<file path="config.mk">
export PLATFORM = sky130hd
export DESIGN_NAME = seq_shift_unit_flat
export DESIGN_NICKNAME = d
export VERILOG_FILES = /design/src/rtl/seq_shift_if.sv /design/src/rtl/seq_shift_unit.sv /design/src/flat_wrapper.sv
export SDC_FILE = /design/constraint.sdc
export NUM_CORES = 1
export LEC_CHECK = 0
export ABC_AREA = 0
export CORE_MARGIN = 2
export CORE_UTILIZATION = 44
export DETAILED_ROUTE_END_ITERATION = 12
export DONT_BUFFER_PORTS = 1
export PLACE_DENSITY = 0.7
export RECOVER_POWER = 50
export SLEW_MARGIN = 20
export SYNTH_ARGS = -nofsm -noshare
export SYNTH_HDL_FRONTEND = slang
export SYNTH_SLANG_ARGS = --single-unit
export TNS_END_PERCENT = 30
</file>
<file path="constraint.sdc">
create_clock -name clk -period 8 [get_ports clk]
set_clock_uncertainty 0.1 [all_clocks]
set_input_delay 2 -clock clk [delete_from_list [all_inputs] [get_ports clk]]
set_output_delay 2 -clock clk [all_outputs]
set_load 0.02 [all_outputs]
</file>
<file path="src/rtl/seq_shift_if.sv">
// Operand/result bundle for seq_shift_unit. SEQ_SHIFT_ROTATE_EN adds the in_rot operand bit.
// Both sides are valid/ready: a transfer happens on the rising edge where valid and ready are both high.
// A source holds its payload steady from the time it raises valid until that edge.
interface seq_shift_if #(
   parameter int XLEN = 32,
   parameter int SHW  = 5
);
   logic            in_valid;
   logic            in_ready;
   logic [XLEN-1:0] in_data;
   logic [SHW-1:0]  in_shamt;
   logic            in_l_or_r;
   logic            in_a_or_l;
`ifdef SEQ_SHIFT_ROTATE_EN
   logic            in_rot;
`endif
   logic            out_valid;
   logic            out_ready;
   logic [XLEN-1:0] out_data;

   modport master (
`ifdef SEQ_SHIFT_ROTATE_EN
      output in_rot,
`endif
      output in_valid, in_data, in_shamt, in_l_or_r, in_a_or_l,
      input  in_ready,
      input  out_valid, out_data,
      output out_ready
   );

   modport slave (
`ifdef SEQ_SHIFT_ROTATE_EN
      input  in_rot,
`endif
      input  in_valid, in_data, in_shamt, in_l_or_r, in_a_or_l,
      output in_ready,
      output out_valid, out_data,
      input  out_ready
   );
endinterface

</file>
<file path="src/rtl/seq_shift_unit.sv">
// Multi-cycle SLL/SRL/SRA engine shifting STEP bits per cycle behind valid/ready handshakes.
// Optional feature macro: SEQ_SHIFT_ROTATE_EN adds ROL/ROR selected by bus.in_rot.
module seq_shift_unit #(
   parameter int XLEN = 32,
   parameter int SHW  = 5,
   parameter int STEP = 1
) (
   input  logic        clk,
   input  logic        rst_n,
   input  logic        flush,
   seq_shift_if.slave  bus,
   output logic        busy,
   output logic [1:0]  dbg_state
);

   typedef enum logic [1:0] {
      IDLE  = 2'd0,
      SHIFT = 2'd1,
      DONE  = 2'd2
   } state_t;

   localparam logic [SHW:0] STEP_W = (SHW+1)'(STEP);
   localparam logic [SHW:0] XLEN_W = (SHW+1)'(XLEN);

   state_t          state_q, state_d;
   logic [SHW-1:0]  rem_q, rem_d;
   logic [XLEN-1:0] work_q, work_d;
   logic            left_q, left_d;
   logic            arith_q, arith_d;
   logic            sign_q, sign_d;
`ifdef SEQ_SHIFT_ROTATE_EN
   logic            rot_q, rot_d;
`endif
   logic            out_valid_q, out_valid_d;
   logic [XLEN-1:0] out_data_q, out_data_d;

   logic [SHW:0]    rem_w;
   logic [SHW:0]    k_w;
   logic [XLEN-1:0] fill_mask;
   logic [XLEN-1:0] stepped;

   // Bits moved this cycle: a full STEP, or whatever is left on the final cycle.
   assign rem_w = {1'b0, rem_q};
   assign k_w   = (rem_w < STEP_W) ? rem_w : STEP_W;

   always_comb begin
      fill_mask = ~({XLEN{1'b1}} >> k_w);
      stepped   = left_q ? (work_q << k_w) : (work_q >> k_w);
      if (!left_q && arith_q && sign_q) begin
         stepped = stepped | fill_mask;
      end
`ifdef SEQ_SHIFT_ROTATE_EN
      // A shift by XLEN yields zero, so k = 0 leaves the rotate an identity.
      if (rot_q) begin
         stepped = left_q ? ((work_q << k_w) | (work_q >> (XLEN_W - k_w)))
                          : ((work_q >> k_w) | (work_q << (XLEN_W - k_w)));
      end
`endif
   end

   always_comb begin
      state_d     = state_q;
      rem_d       = rem_q;
      work_d      = work_q;
      left_d      = left_q;
      arith_d     = arith_q;
      sign_d      = sign_q;
`ifdef SEQ_SHIFT_ROTATE_EN
      rot_d       = rot_q;
`endif
      out_valid_d = out_valid_q;
      out_data_d  = out_data_q;

      if (flush) begin
         state_d     = IDLE;
         out_valid_d = 1'b0;
         rem_d       = '0;
      end else begin
         case (state_q)
            IDLE: begin
               if (bus.in_valid) begin
                  work_d  = bus.in_data;
                  left_d  = bus.in_l_or_r;
                  sign_d  = bus.in_data[XLEN-1];
                  rem_d   = bus.in_shamt;
`ifdef SEQ_SHIFT_ROTATE_EN
                  rot_d   = bus.in_rot;
                  arith_d = bus.in_a_or_l & ~bus.in_l_or_r & ~bus.in_rot;
`else
                  arith_d = bus.in_a_or_l & ~bus.in_l_or_r;
`endif
                  if (bus.in_shamt != '0) begin
                     state_d = SHIFT;
                  end else begin
                     state_d     = DONE;
                     out_valid_d = 1'b1;
                     out_data_d  = bus.in_data;
                  end
               end
            end
            SHIFT: begin
               work_d = stepped;
               rem_d  = rem_q - k_w[SHW-1:0];
               if (rem_d == '0) begin
                  state_d     = DONE;
                  out_valid_d = 1'b1;
                  out_data_d  = stepped;
               end
            end
            DONE: begin
               if (bus.out_ready) begin
                  state_d     = IDLE;
                  out_valid_d = 1'b0;
               end
            end
            default: begin
               state_d     = IDLE;
               out_valid_d = 1'b0;
               rem_d       = '0;
            end
         endcase
      end
   end

   always_ff @(posedge clk or negedge rst_n) begin
      if (!rst_n) begin
         state_q     <= IDLE;
         rem_q       <= '0;
         work_q      <= '0;
         left_q      <= 1'b0;
         arith_q     <= 1'b0;
         sign_q      <= 1'b0;
`ifdef SEQ_SHIFT_ROTATE_EN
         rot_q       <= 1'b0;
`endif
         out_valid_q <= 1'b0;
         out_data_q  <= '0;
      end else begin
         state_q     <= state_d;
         rem_q       <= rem_d;
         work_q      <= work_d;
         left_q      <= left_d;
         arith_q     <= arith_d;
         sign_q      <= sign_d;
`ifdef SEQ_SHIFT_ROTATE_EN
         rot_q       <= rot_d;
`endif
         out_valid_q <= out_valid_d;
         out_data_q  <= out_data_d;
      end
   end

   assign bus.in_ready  = (state_q == IDLE);
   assign busy          = (state_q != IDLE);
   assign bus.out_valid = out_valid_q;
   assign bus.out_data  = out_data_q;
   assign dbg_state     = state_q;

   // Invariants: a held result never changes, and an idle unit has nothing pending.
   a_hold_stable : assert property (@(posedge clk) disable iff (!rst_n)
      (out_valid_q && !bus.out_ready && !flush) |=> $stable(out_data_q));
   a_idle_quiet : assert property (@(posedge clk) disable iff (!rst_n)
      (state_q == IDLE) |-> (!out_valid_q && rem_q == '0));

endmodule
</file>
<file path="src/flat_wrapper.sv">
// flat-port wrapper written by rule: the top's interface ports become plain ports
module seq_shift_unit_flat 
#(
   parameter int XLEN = 32,
   parameter int SHW  = 5,
   parameter int STEP = 1
)
  (clk, rst_n, flush, busy, dbg_state, bus_in_valid, bus_in_data, bus_in_shamt, bus_in_l_or_r, bus_in_a_or_l, bus_in_ready, bus_out_valid, bus_out_data, bus_out_ready);
  seq_shift_if #(.XLEN(XLEN), .SHW(SHW)) bus_i ();
  input  logic clk;
  input  logic rst_n;
  input  logic flush;
  output logic busy;
  output logic [1:0] dbg_state;
  input wire logic [$bits(bus_i.in_valid)-1:0] bus_in_valid;
  input wire logic [$bits(bus_i.in_data)-1:0] bus_in_data;
  input wire logic [$bits(bus_i.in_shamt)-1:0] bus_in_shamt;
  input wire logic [$bits(bus_i.in_l_or_r)-1:0] bus_in_l_or_r;
  input wire logic [$bits(bus_i.in_a_or_l)-1:0] bus_in_a_or_l;
  output wire logic [$bits(bus_i.in_ready)-1:0] bus_in_ready;
  output wire logic [$bits(bus_i.out_valid)-1:0] bus_out_valid;
  output wire logic [$bits(bus_i.out_data)-1:0] bus_out_data;
  input wire logic [$bits(bus_i.out_ready)-1:0] bus_out_ready;
  assign bus_i.in_valid = bus_in_valid;
  assign bus_i.in_data = bus_in_data;
  assign bus_i.in_shamt = bus_in_shamt;
  assign bus_i.in_l_or_r = bus_in_l_or_r;
  assign bus_i.in_a_or_l = bus_in_a_or_l;
  assign bus_in_ready = bus_i.in_ready;
  assign bus_out_valid = bus_i.out_valid;
  assign bus_out_data = bus_i.out_data;
  assign bus_i.out_ready = bus_out_ready;
  seq_shift_unit #(.XLEN(XLEN), .SHW(SHW), .STEP(STEP)) u_core (.clk(clk), .rst_n(rst_n), .flush(flush), .bus(bus_i), .busy(busy), .dbg_state(dbg_state));
endmodule
</file>
-- Word-level counts from Yosys, hierarchy flattened
Index checks and enable logic that the tools add are counted.
W data, S select, Z words.
- reductions and logical operators: 14
- add/sub/neg operators: 1
- order comparisons: 1
- multiplexer cells: 24
- shift operators: 3
- equal/unequal tests: 10
- bitwise gates (word level): 5
- operator list (operator ; number):
    $mux W32 ; 6
    $pmux W32 S2 ; 2
    $not A32 Y32 ; 1
    $or A32 B32 Y32 ; 1
    $shl A32 B6 Y32 ; 1
    $shr A32 B6 Y32 ; 1
    $shr A32 B6 Y32 const A ; 1
    $mux W5 ; 3
    $pmux W5 S3 ; 1
    $mux W2 ; 5
    $ne A3 B3 Y1 const B ; 3
    $reduce_and A3 Y1 ; 3
    $ne A2 B2 Y1 const B ; 3
    $pmux W2 S3 ; 1
    $logic_not A5 Y1 ; 1
    $lt A5 B1 Y1 const B ; 1
    $mux W1 ; 5
    $reduce_and A5 Y1 ; 1
    $reduce_bool A5 Y1 ; 1
    $sub A5 B5 Y5 ; 1
    $reduce_and A4 Y1 ; 1
    $reduce_bool A2 Y1 ; 2
    $ne A3 B2 Y1 const B ; 1
    $pmux W1 S3 ; 1
    9 further kinds ; 11
- input bits: 44
- bits in registers: 75
- logic and storage cells: 66
- output and inout bits: 37

-- Logic depth before layout (Yosys ltp)
Gate-level depths: netlist of run 1.
- word-level depth: 8
- depth in mapped cells: 9
- depth with buffers taken out: 8

-- Worst setup path after synthesis of run 1
No wires, ideal clock.
- path type: input -> register
- from: in flush
- to: reg u_core.work_q[10]
- setup slack: 4.452 ns
- arrival: 3.324 ns
- stages on the path: 5
- setup time: 0.125 ns
- buffers on the path: 2
- required time: 7.775 ns
- cell sequence: clkbuf_1 nor2_1 o21ai_1 clkbuf_1 mux2_2
- cells in the longest elaborated chain, start to end: 2
- RTL lines (what ; line ; RTL):
    start, declared ; flat_wrapper.sv:12 ; input logic flush;
    $not A1 Y1 (no source line) ; n/a ;
    $reduce_and A3 Y1 (no source line) ; n/a ;
    end signal, assigned ; seq_shift_unit.sv:141 ; work_q <= work_d;
    end, declared ; seq_shift_unit.sv:27 ; logic [XLEN-1:0] work_q, work_d;
No other way between the ends.
A chain may end at the register's enable or synchronous reset.

-- Final worst setup path of run 1
- from: in bus_in_valid
- to: reg u_core.work_q[18]
- cells in the longest elaborated chain, start to end: 2
- RTL lines (what ; line ; RTL):
    start, declared ; flat_wrapper.sv:15 ; input wire logic [$bits(bus_i.in_valid)-1:0] bus_in_valid;
    $ne A2 B2 Y1 (no source line) ; n/a ;
    $reduce_and A3 Y1 (no source line) ; n/a ;
No other way between the ends.

==> results of run 1 <==
[per-layer routing]
| layer | up-vias | global-route usage |
|---|---|---|
| li1 | 1329 | - |
| met2 | 72 | 0.288 |
| met1 | 1400 | 0.239 |
| met5 | - | 0 |
| met3 | 12 | 0.0432 |
| met4 | 0 | 0.0622 |
[cell usage after synthesis (all sizes together), types with 2 or more instances]
library cell,count
a21oi,5
o31ai,2
a31oi,2
nor2,9
ha,2
mux2i,33
nor3,3
nor3b,2
inv,7
nand3b,3
mux2,66
o21ai,10
buf,16
clkbuf,13
dfrtp,75
nor4,2
nand3,30
o311ai,30
nand2,42
[registers in the layout, indices dropped and copies added (netlist names)]
signal and cells:
u_core.bus.out_valid 1, u_core.work_q 32, u_core.sign_q 1, u_core.rem_q 5
u_core.dbg_state 2, u_core.left_q 1, u_core.arith_q 1, u_core.bus.out_data 32
[stage by stage]
| stage | setup WS, ns | util |
|---|---|---|
| after floorplan | 4.45 | - |
| after global placement | 4.48 | 0.462 |
| after detailed placement | 4.39 | 0.462 |
| after CTS | 4.16 | 0.487 |
| after global routing | 3.11 | 0.489 |
| final | 3.35 | 0.489 |
[final timing paths]
check                                                 from                                to  slack (ns)
max in group asynchronous                            rst_n  u_core.bus.out_valid$_DFFE_PN0P_        6.42
setup / recovery                              bus_in_valid     u_core.work_q[18]$_DFFE_PN0P_        3.35
hold reg to reg                  u_core.sign_q$_DFFE_PN0P_         u_core.sign_q$_DFFE_PN0P_        0.44
min in group asynchronous                            rst_n         u_core.left_q$_DFFE_PN0P_        1.25
setup reg to reg           u_core.dbg_state[0]$_DFFE_PN0P_     u_core.work_q[18]$_DFFE_PN0P_        4.25
hold / removal                   u_core.sign_q$_DFFE_PN0P_         u_core.sign_q$_DFFE_PN0P_        0.44
[power groups by stage]
stage          clock, mW  combinational, mW  sequential [mW]
2_1_floorplan          0              0.720            0.779
3_3_place_gp           0              0.756            0.873
3_5_place_dp           0              0.782            0.881
4_1_cts            0.329              0.783            0.875
5_1_grt            0.344              0.886            0.903
6_report           0.317              0.788            0.874
[critical path: stages]
cell and delay [ns]:
o21ai_0 2.21, buf_16 0.19, mux2_2 0.35
[cells by family after synthesis]
family                     Yosys count  synth area share
AOI/OAI and AO/OA                   56             0.106
xor gates and xnor gates             1           0.00217
adders and majority gates            2           0.00619
buffers and inverters               36            0.0427
DFF                                 75             0.465
muxes                               99             0.267
and+or+nand+nor                     97             0.111
[final cells by class]
class	instances	area, um2	area share
repair buffers	3	42.5	0.00987
flip-flops and latches	75	1880	0.436
clock inverters	4	73.8	0.0171
inverters	7	26.3	0.00610
clock buffers	12	145	0.0337
multi-input cells	255	2010	0.466
well taps	108	135	0.0314
==> metrics, run 1 <==
Flop pwr share 0.442; Combinational Power Share 0.398; top routing layer in use met4; metal3 WL 502 um; chip height 99.8 um; crit-path max FO 19; failing checks max-capacitance violations, max-slew violations; Setup crit start kind primary input; Placer Congestion about 0.76; Worst slew margin -1.03; Post-CTS Setup Repair Bufs 0; First-pass DRT Iterations 4; Tmin final 4.65 ns; Initial Utilization 0.459; First DRT Iteration DRCs 86; Nets between 300 and 400; ANT nets after route 0; # diodes 0; num ports a little over 80; fin. max-slew vios 19; prevailing post-synth register cell dfrtp_1; die width around 100 um; vias in the first global route between 2,000 and 3,000; Peak Freq 0.215 GHz; top cell type's share of synthesized area 0.465; clock network power share 0.160; Synthesis Warnings 0; placed wire-length estimate between 5000 and 6000 um; syn nets between 400 and 500; CP required around 8 ns; area leader, netlist dfrtp_1; final wirelength approximately 8600 um; Psw around 860 uW; CTS tree yes; DR vias 2,813; synthesis-stage register bit count 75; DRC 0; clk_lat worst skew 0.34 ns; die area 9960 um2; CTS Root Cell clkbuf_8; Power Density 459 nW/um2; worst reg-to-reg path cell count 3; residual overflow from global routing 0; status finished, violations left; worst slew pin tran roughly 3.0 ns; commonest non-fill, non-tap cell in the layout dfrtp_1; Post-CTS Hold Fix Bufs 0; sequential share of the synthesized area 0.465; library cells used by synthesis 41; fin cells 464; RSZ-0062 raised after global routing false; layout cells sized above 1 0.180; Async SR Flop Fraction 1.00; synthesized instance count ~370; initial antenna violation count 0; synth top area cells dfrtp_1 (46%), mux2_2 (11%), mux2i_1 (8.2%); CTS clk-pin slew, worst paths about 0.080 ns; deepest clock path buffer count 2; switch share 0.434; number of hold violations in the final report 0; CTS H-tree lvls 3; tightest hold margin between 0.4 and 0.5 ns; wire per inst roughly 19 um; via/cell ratio 6.06; first-pass GRT wire length around 14,000 um; worst path arrival time 4.76 ns; Tot GR Track Use 0.180; dpl cell area a little over 4000 um2; VDD IR max roughly 190 uV; final-layout fill cell count 802; core box area between 8000 and 9000 um2; setup violators final 0; met1 wire length around 4000 um; cts repair resizes 0; kind of critical path in -> reg; P_int ~1.1 mW; leak pwr roughly 1.8 nW; Netlist Area Pre-Place about 4000 um2; pin count of the biggest net entering global routing 76; crit share post-route 0.582; Layout area overhead 6.69%; setup TNS 0 ns; metal2 WL between 3000 and 4000 um; most frequent cells in the layout dfrtp_1 (74), nand2_1 (41), mux2_2 (38), mux2i_1 (33); number of synthesized flops with an enable pin 0; Num CTS Buffers 9; Avg Inst Size Synth ~11 um2; Core Rows 34; I/O Buffers 0; overall power 1.98 mW; Num Clock Sinks between 70 and 80; Setup crit end kind register; Hold Crit Depth 1; fin area 4310 um2; max cap viols 1; dpl cells 447; HP Class reg -> reg
No activity file was read; power rests on OpenSTA's default activity.
==> run 2, diff against run 1 <==
PLACE_DENSITY = 0.72   (was 0.7)
clock period = 4.15 ns   (was 8 ns; I/O delays follow)
==> metrics, run 2 (synthesized netlist as in run 1, its figures left out) <==
setup violators final 0 (unchanged); HP Class in -> async (was reg -> reg); DRC 0 (unchanged); top cell family by delay on the critical path compound AO/OA/AOI/OAI gates (unchanged); # diodes 0 (unchanged); core box area 8810 um2 (unchanged); Post-CTS Hold Fix Bufs 0 (unchanged); CP Buf/Inv Count 1 (unchanged); CTS clk-pin slew, worst paths 0.08 ns (about the same); pin count of the biggest net entering global routing 76 (unchanged); Tot GR Track Use 0.184 (was 0.180); CTS Root Cell clkbuf_8 (unchanged); Psw 1.66 mW (was 860 uW); wire per inst 19.2 um (was 18.5 um); placed wire-length estimate 5750 um (was 5600 um); Layout area overhead 6.41% (was 6.69%); status finished, violations left (unchanged); layout cells sized above 1 0.183 (was 0.180); worst slew pin tran 2.42 ns (was 3.01 ns); most frequent cells in the layout dfrtp_1 (74), nand2_1 (41), mux2_2 (38), mux2i_1 (33) (unchanged); Core Rows 34 (unchanged); die area 9960 um2 (unchanged); vias in the first global route 2,916 (was 2,869); fin. max-slew vios 15 (was 19); Num CTS Buffers 9 (unchanged); DR vias 2,852 (was 2,813); overall power 3.79 mW (was 1.98 mW); CTS tree yes (unchanged); P_int 2.12 mW (was 1.12 mW); Post-CTS Setup Repair Bufs 0 (unchanged); Num Clock Sinks 75 (unchanged); Worst slew margin -0.630 (was -1.03); setup TNS 0 ns (unchanged); crit-path max FO 21 (was 19); Worst path slowest cell o21ai_0 (unchanged); Power Density 881 nW/um2 (was 459 nW/um2); num ports 81 (unchanged); via/cell ratio 6.16 (was 6.06); number of hold violations in the final report 0 (unchanged); Initial Utilization 0.459 (unchanged); commonest non-fill, non-tap cell in the layout dfrtp_1 (unchanged); RSZ-0062 raised after global routing false (unchanged); initial antenna violation count 0 (unchanged); crit-path cells o21ai_0 > buf_16 > mux2_2 (unchanged); CP required 4.27 ns (was 8.11 ns); ANT nets after route 0 (unchanged); worst path arrival time 3.47 ns (was 4.76 ns); Combinational Power Share 0.405 (was 0.398); Setup crit end kind register (unchanged); max cap viols 1 (unchanged); VDD IR max 388 uV (was 188 uV); die width 99.8 um (unchanged); leak pwr 1.84 nW (about the same); I/O Buffers 0 (unchanged); Flop pwr share 0.444 (was 0.442); residual overflow from global routing 0 (unchanged); First DRT Iteration DRCs 126 (was 86); cts repair resizes 0 (unchanged); Nets 398 (was 397); final wirelength 8880 um (was 8600 um); kind of critical path reg -> reg (was in -> reg); CTS H-tree lvls 3 (unchanged); Setup crit start kind register (was primary input); deepest clock path buffer count 2 (unchanged); failing checks max-capacitance violations, max-slew violations (unchanged); switch share 0.439 (was 0.434); Placer Congestion 0.887 (was 0.759); clk_lat worst skew 0.34 ns (about the same); First-pass DRT Iterations 5 (was 4); chip height 99.8 um (unchanged); Tmin final 3.35 ns; first-pass GRT wire length 14,700 um (was 14,400 um); crit share post-route 0.808; Peak Freq approximately 0.3 GHz; clock network power share 0.151 (was 0.160); CP max stage delay 1.92 ns (was 2.21 ns)
[run 2: cell types whose count changed in the layout (fill, tap and decap cells not counted)]
| cell | before | now |
|---|---|---|
| bufinv_16 | 2 | 1 |
| clkbuf_8 | 10 | 12 |
| a21boi_1 | 0 | 1 |
| clkinv_4 | 1 | 0 |
| a21boi_0 | 1 | 0 |
| clkbuf_1 | 2 | 0 |
| buf_4 | 2 | 3 |
[run 2: stage by stage]
step                      setup WS (ns)  hold slack, ns  std cells  cell area (um2)  utilization
after global placement             1.25           0.391        448             4080        0.463
final                             0.799           0.292        463             4300        0.488
after floorplan                    1.56           0.381        366             4040            -
after CTS                          1.10           0.267        462             4280        0.486
after global routing              0.594           0.259        463             4300        0.488
after detailed placement           1.10           0.405        448             4080        0.463
[run 2: final timing paths]
kind,start,to,slack [ns],cells after the start
max,u_core.dbg_state[0]$_DFFE_PN0P_,u_core.work_q[23]$_DFFE_PN0P_,0.80,3
min,rst_n,u_core.work_q[31]$_DFFE_PN0P_,0.29,0
max reg2reg,u_core.dbg_state[0]$_DFFE_PN0P_,u_core.work_q[23]$_DFFE_PN0P_,0.80,3
min reg2reg,u_core.sign_q$_DFFE_PN0P_,u_core.sign_q$_DFFE_PN0P_,0.42,1
max in group asynchronous,rst_n,u_core.left_q$_DFFE_PN0P_,3.54,0
min in group clk,u_core.sign_q$_DFFE_PN0P_,u_core.sign_q$_DFFE_PN0P_,0.42,1
[run 2: layer usage]
metal,vias up,track usage,part of all wire
met1,1396,0.240,0.42
li1,1330,-,-
met4,0,0.0537,0.012
met3,12,0.0675,0.083
met5,-,0,0
met2,114,0.290,0.48
[run 2: cell type report]
cell class              count  area, um2
fillers                   810       4510
multi-input cells         255       2010
flip-flops and latches     75       1880
clock buffers              12        165
well taps                 108        135
repair buffers              4       50.0
clock inverters             2       35.0
inverters                   7       26.3
[run 2: power by group through the flow]
stage / clock network, mW / registers, mW / logic, mW
after global placement: 0 / 1.68 / 1.48
after global routing: 0.624 / 1.74 / 1.72
final: 0.573 / 1.68 / 1.53
after detailed placement: 0 / 1.69 / 1.53
after floorplan: 0 / 1.50 / 1.39
after CTS: 0.595 / 1.68 / 1.53
[run 2: worst register-to-register path: stages, from the launching register on]
cell     delay, ns
dfrtp_1       0.61
o21ai_0       1.93
buf_16        0.23
mux2_2        0.36
